File: config.mk
export PLATFORM = sky130hd
export DESIGN_NAME = pll_lock_controller
export DESIGN_NICKNAME = d
export VERILOG_FILES = /design/src/rtl/pll_ctrl_pkg.sv /design/src/rtl/pll_lock_sync.sv /design/src/rtl/pll_lock_controller.sv
export SDC_FILE = /design/constraint.sdc
export NUM_CORES = 1
export LEC_CHECK = 0
export ABC_AREA = 1
export CELL_PAD_IN_SITES_DETAIL_PLACEMENT = 0
export CELL_PAD_IN_SITES_GLOBAL_PLACEMENT = 1
export CORE_ASPECT_RATIO = 0.9
export CORE_MARGIN = 10
export CORE_UTILIZATION = 40
export DETAILED_ROUTE_END_ITERATION = 12
export GPL_ROUTABILITY_DRIVEN = 0
export HOLD_SLACK_MARGIN = 0.02
export PLACE_DENSITY = 0.76
export SLEW_MARGIN = 25
export SYNTH_ARGS = -nofsm -noshare
export SYNTH_HDL_FRONTEND = slang
export SYNTH_HIERARCHICAL = 1
export SYNTH_SLANG_ARGS = --single-unit
export TNS_END_PERCENT = 10
File: constraint.sdc
create_clock -name i_clk -period 2.37 [get_ports i_clk]
set_clock_uncertainty 0.2 [all_clocks]
set_input_delay 0.237 -clock i_clk [delete_from_list [all_inputs] [get_ports i_clk]]
set_output_delay 0.237 -clock i_clk [all_outputs]
set_load 0.05 [all_outputs]
File: src/rtl/pll_ctrl_pkg.sv
// Shared types and helpers for the PLL lock controller: state encoding,
// retry counter width and the sizing function for the shared cycle counter.
package pll_ctrl_pkg;

  localparam int RETRY_W = 4;

  typedef enum logic [2:0] {
    ST_IDLE      = 3'd0,
    ST_WAIT_LOCK = 3'd1,
    ST_STABILIZE = 3'd2,
    ST_RELEASE   = 3'd3,
    ST_RUN       = 3'd4,
    ST_RECOVER   = 3'd5,
    ST_FAULT     = 3'd6
  } state_t;

  // Width needed to hold the largest of the four cycle-count parameters.
  function automatic int cnt_width(input int a, input int b, input int c, input int d);
    int m;
    m = a;
    if (b > m) m = b;
    if (c > m) m = c;
    if (d > m) m = d;
    return $clog2(m + 1);
  endfunction

endpackage

File: src/rtl/pll_lock_sync.sv
// Two-flop synchronizer for the asynchronous PLL lock indication.
// Latency: 2 cycles; no flow control.
module pll_lock_sync (
  input  logic i_clk,
  input  logic i_reset,
  input  logic i_async,
  output logic o_sync
);

  logic r_meta;
  logic r_sync;

  always_ff @(posedge i_clk) begin
    if (i_reset) begin
      r_meta <= 1'b0;
      r_sync <= 1'b0;
    end else begin
      r_meta <= i_async;
      r_sync <= r_meta;
    end
  end

  assign o_sync = r_sync;

endmodule

File: src/rtl/pll_lock_controller.sv
// Sequences one PLL: enable, lock qualification, clock gating, downstream reset
// release, retry on timeout/lock loss and a sticky fault. Outputs are registered.
module pll_lock_controller
  import pll_ctrl_pkg::*;
#(
  parameter int LOCK_TIMEOUT  = 1024,
  parameter int STABLE_CYCLES = 64,
  parameter int RESET_DELAY   = 16,
  parameter int OFF_CYCLES    = 8,
  parameter int MAX_RETRIES   = 3
) (
  input  logic               i_clk,
  input  logic               i_reset,
  input  logic               i_start,
  input  logic               i_lock,
  output logic               o_pll_en,
  output logic               o_clk_en,
  output logic               o_reset_out,
  output logic               o_ready,
  output logic               o_fault,
  output logic               o_lock_lost,
  output logic [RETRY_W-1:0] o_retry_cnt,
  output logic [2:0]         o_state
);

  localparam int CNT_W = cnt_width(LOCK_TIMEOUT, STABLE_CYCLES, RESET_DELAY, OFF_CYCLES);
  localparam logic [CNT_W-1:0] C_TIMEOUT = CNT_W'(LOCK_TIMEOUT - 1);
  localparam logic [CNT_W-1:0] C_STABLE  = CNT_W'(STABLE_CYCLES - 1);
  localparam logic [CNT_W-1:0] C_RSTDLY  = CNT_W'(RESET_DELAY - 1);
  localparam logic [CNT_W-1:0] C_OFF     = CNT_W'(OFF_CYCLES - 1);
  localparam logic [RETRY_W-1:0] C_MAX_RETRY = RETRY_W'(MAX_RETRIES);

  state_t             r_state;
  logic [CNT_W-1:0]   r_cnt;
  logic [RETRY_W-1:0] r_retry;
  logic               r_pll_en;
  logic               r_clk_en;
  logic               r_reset_out;
  logic               r_ready;
  logic               r_fault;
  logic               r_lock_lost;

  state_t w_next;
  state_t w_fail_state;
  logic   w_lock_s;
  logic   w_lock_drop;
  logic   w_counting;

  pll_lock_sync u_lock_sync (
    .i_clk   (i_clk),
    .i_reset (i_reset),
    .i_async (i_lock),
    .o_sync  (w_lock_s)
  );

  assign w_fail_state = (r_retry == C_MAX_RETRY) ? ST_FAULT : ST_RECOVER;
  assign w_lock_drop  = (r_state == ST_RUN) && i_start && !w_lock_s;
  assign w_counting   = (r_state inside {ST_WAIT_LOCK, ST_STABILIZE, ST_RELEASE, ST_RECOVER});

  always_comb begin
    w_next = r_state;
    unique case (r_state)
      ST_IDLE:      if (i_start) w_next = ST_WAIT_LOCK;
      // Lock seen on the timeout cycle still counts as success.
      ST_WAIT_LOCK: begin
        if (w_lock_s)                w_next = ST_STABILIZE;
        else if (r_cnt == C_TIMEOUT) w_next = w_fail_state;
      end
      ST_STABILIZE: begin
        if (!w_lock_s)              w_next = w_fail_state;
        else if (r_cnt == C_STABLE) w_next = ST_RELEASE;
      end
      ST_RELEASE: begin
        if (!w_lock_s)              w_next = w_fail_state;
        else if (r_cnt == C_RSTDLY) w_next = ST_RUN;
      end
      ST_RUN:       if (!w_lock_s) w_next = ST_RECOVER;
      ST_RECOVER:   if (r_cnt == C_OFF) w_next = ST_WAIT_LOCK;
      ST_FAULT:     w_next = ST_FAULT;
      default:      w_next = ST_IDLE;
    endcase
    if (!i_start && r_state != ST_IDLE) w_next = ST_IDLE;
  end

  always_ff @(posedge i_clk) begin
    if (i_reset) begin
      r_state     <= ST_IDLE;
      r_cnt       <= '0;
      r_retry     <= '0;
      r_pll_en    <= 1'b0;
      r_clk_en    <= 1'b0;
      r_reset_out <= 1'b1;
      r_ready     <= 1'b0;
      r_fault     <= 1'b0;
      r_lock_lost <= 1'b0;
    end else begin
      r_state <= w_next;
      if (w_next != r_state || !w_counting) r_cnt <= '0;
      else                                  r_cnt <= r_cnt + CNT_W'(1);

      if (r_state == ST_IDLE && w_next == ST_WAIT_LOCK)
        r_retry <= '0;
      else if (r_state != ST_RUN && w_next == ST_RUN)
        r_retry <= '0;
      else if (r_state == ST_RECOVER && w_next == ST_WAIT_LOCK && r_retry != '1)
        r_retry <= r_retry + RETRY_W'(1);

      // Outputs decode the next state so they move on the same edge as r_state.
      r_pll_en    <= (w_next inside {ST_WAIT_LOCK, ST_STABILIZE, ST_RELEASE, ST_RUN});
      r_clk_en    <= (w_next inside {ST_RELEASE, ST_RUN});
      r_reset_out <= (w_next != ST_RUN);
      r_ready     <= (w_next == ST_RUN);
      r_fault     <= (w_next == ST_FAULT);
      r_lock_lost <= w_lock_drop;
    end
  end

  assign o_pll_en    = r_pll_en;
  assign o_clk_en    = r_clk_en;
  assign o_reset_out = r_reset_out;
  assign o_ready     = r_ready;
  assign o_fault     = r_fault;
  assign o_lock_lost = r_lock_lost;
  assign o_retry_cnt = r_retry;
  assign o_state     = r_state;

endmodule

==> metrics.md <==
| Metric | Value |
|---|---|
| Status | `finished, final reports clean` |
| DR pass1 iterations | `4` |
| Post-synth EDFFs | `0` |
| Final worst hold slack | `0.2117 ns` |
| Top cell type by total area after synthesis | `dfxtp_1` |
| Root buf cell | `clkbuf_8` |
| Sequential-to-total area share from yosys stat | `0.3452` |
| Wire per inst | `11.95 um` |
| Final std cell area, no fill | `0.001821 mm2` |
| Sum Neg Setup Slack | `0 ns` |
| # IOs | `17` |
| Area grow syn2layout | `20.75%` |
| Worst Hold Path EP | `u_lock_sync/o_sync` |
| Total wire length | `3347 um` |
| Peak VDD IR | `332.8 uV` |
| Nets | `241` |
| Cell variety after synth | `32` |
| Setup violations, final | `0` |
| Startpoint types | `register` |
| Worst Setup End Kind | `output port` |
| CTS sink count | `26` |
| Final max-slew violation count | `0` |
| Core Rows | `21` |
| Top delay family on crit path | `buffers and inverters` |
| Avg Cell Area, Syn | `7.145 um2` |
| Worst Reg2Reg Path Length in Cells | `12` |
| FMAX | `0.4601 GHz` |
| Syn Inst Count | `211` |
| CP max stage cell | `clkdlybuf4s50_1` |
| H-tree levels | `1` |
| Crit path buf inv count | `1` |
| HPWL Detailed | `2702 um` |
| Post-synth top cells | `nand2_1, nor2_1, dfxtp_1` |
| Power density over the cells | `499.1 mW/mm2` |
| Synth top area share | `0.3452` |
| CORE AREA | `0.003679 mm2` |
| Initial Util | `0.4099` |
| DR DRC count | `0` |
| Mapped Area | `0.001508 mm2` |
| Max cap viols | `0` |
| Register-to-Register Setup Slack | `0.20 ns` |
| Leak | `0.7320 nW` |
| Clk_lat worst skew | `0.27 ns` |
| Final Worst Setup Slack | `0.1966 ns` |
| Port Buf Inserts | `16` |
| Finished Layout Cells | `280` |
| Cells along the critical path | `clkdlybuf4s50_1` |
| Crit Path Class | `reg2out` |
| Crit share post-route | `0.9171` |
| Antenna diodes | `0` |
| Final Hold Vio Count | `0` |
| Unrepaired setup endpoints after global routing | `false` |
| Antenna Nets Post-Route | `0` |
| Slew @ Worst Pin | `0.5116 ns` |
| Initial antenna violation count | `0` |
| Die Height | `78.25 um` |
| Top cells by area, synth | `dfxtp_1, nand2_1, nor2_1` |
| Origin of the critical flop-to-flop path | `o_state[2]` |
| Fill cell count | `376` |
| First-pass GRT wire length | `5885 um` |
| Slew margin rel. | `0.6579` |
| Via count | `1376` |
| Final core utilization | `0.4949` |
| Synth Flop Type | `dfxtp_1` |
| CTS tree | `yes` |
| Hold_sp | `u_lock_sync/r_meta` |
| Synth Register Bits | `26` |
| CP Max Fanout | `11` |
| Hold depth | `2` |
| Vias in the first global route | `1321` |
| Grt total ovfl | `0` |
| Tot GR Track Use | `0.1035` |
| Final Power | `0.9085 mW` |
| Hold WC Path Type | `reg2reg` |
| Crit path time final | `2.173 ns` |
| Detailed-route vias per instance | `4.914` |
| Initial drt markers | `62` |
| Count leader, synth | `nand2_1` |
| Share of cells above drive strength 1 | `0.2222` |
| Clk buf depth | `2` |
| Num CTS Buffers | `3` |
| Async set-reset flop share out of synthesis | `0` |
| Yosys warns | `6` |
| Die area | `0.006629 mm2` |
| CTS Hold Buffers Added | `0` |
| WP data required | `1.93 ns` |
| Clock slew at reported path FFs | `0.09 ns` |
| Largest net degree at the start of global routing | `15` |
| Max stage delay on crit path | `0.89 ns` |
| Mapped Nets | `217` |
| R2r endpoint | `r_cnt[7]` |
| Placed cell count | `276` |
| WP data arrival | `1.74 ns` |
| Pre-CTS setup slack | `0.1655 ns` |
| Die X-Extent | `84.72 um` |
| Area post-placement | `0.001757 mm2` |
-- what timing repair did --
item,4_1_cts,5_1_grt
endpoints found under the setup margin,0,15
gates resized for setup,0,4
setup buffers,0,0
-- where the power goes --
part | leakage [nW] | internal, mW | switching (mW) | total, mW
Sequential | 0.211 | 0.446 | 0.00586 | 0.452
Clock | 0.0288 | 0.149 | 0.148 | 0.297
Combinational | 0.492 | 0.0532 | 0.106 | 0.160
Total | 0.732 | 0.648 | 0.260 | 0.909
-- kinds of logic (layout without fill, tap and decap cells) --
kind of cell	after synthesis	after routing	synth area share
buf+inv	31	54	0.08962
flops	26	26	0.3452
fa+ha+maj	2	2	0.01659
xor+xnor	8	8	0.04647
compound gates	11	11	0.04730
simple gates	133	133	0.4548
-- how the worst max path moves through the flow --
stage	startpoint	endpoint	slack (ns)	cells past startpoint
floorplan	o_retry_cnt[0]	r_cnt[9]	0.11	13
global placement	o_state[2]	o_retry_cnt[0]	0.16	12
detailed placement	r_cnt[0]	o_retry_cnt[1]	0.17	14
CTS	r_cnt[0]	o_retry_cnt[0]	0.14	15
global route	r_cnt[1]	o_retry_cnt[2]	0.03	15
finish	o_state[1]	o_state[1]	0.20	1
-- registers in the layout (all words and copies together), names as in the netlist --
name / cells
o_fault: 1
o_retry_cnt: 4
r_cnt: 11
o_reset_out: 1
u_lock_sync/r_meta: 1
o_state: 3
o_clk_en: 1
u_lock_sync/o_sync: 1
o_pll_en: 1
o_ready: 1
o_lock_lost: 1
-- layout by cell type, fill, tap and decap left out, types with 2 or more instances in the layout --
cell	instances
nand2_1	43
nor2_1	26
nand3_2	3
xor2_1	6
clkdlybuf4s50_1	16
dfxtp_1	25
nand4_1	5
nand3_1	19
a21oi_1	5
o31ai_1	2
a21oi_2	2
nand2_2	6
inv_1	22
nor4_1	3
nor2_2	14
clkbuf_8	4
buf_4	6
nor2_4	4
inv_2	4
xnor2_1	2
nor3_1	3
-- worst min-delay path: cells and delay by family, from the launching register on --
kind	cells	cell delay (ns)
flops	1	0.31
buf+inv	1	0.04
simple gates	1	0.03
-- per-layer routing --
| layer | vias up | wire, um | GRT usage |
|---|---|---|---|
| li1 | 722 | - | - |
| met1 | 629 | 1607 | 0.1290 |
| met2 | 23 | 1549 | 0.1682 |
| met3 | 2 | 171 | 0.03715 |
| met4 | 0 | 19 | 0.01974 |
| met5 | - | 0 | 0 |
-- cell type report --
class | count | area [um2] | area share
clock buffers | 4 | 55.05 | 0.03024
inverters | 27 | 101.3 | 0.05567
multi-input cells | 154 | 859.6 | 0.4722
flip-flops and latches | 26 | 521.8 | 0.2866
well taps | 46 | 57.56 | 0.03162
repair buffers | 23 | 225.2 | 0.1237
(Power assumes the default switching activity.)
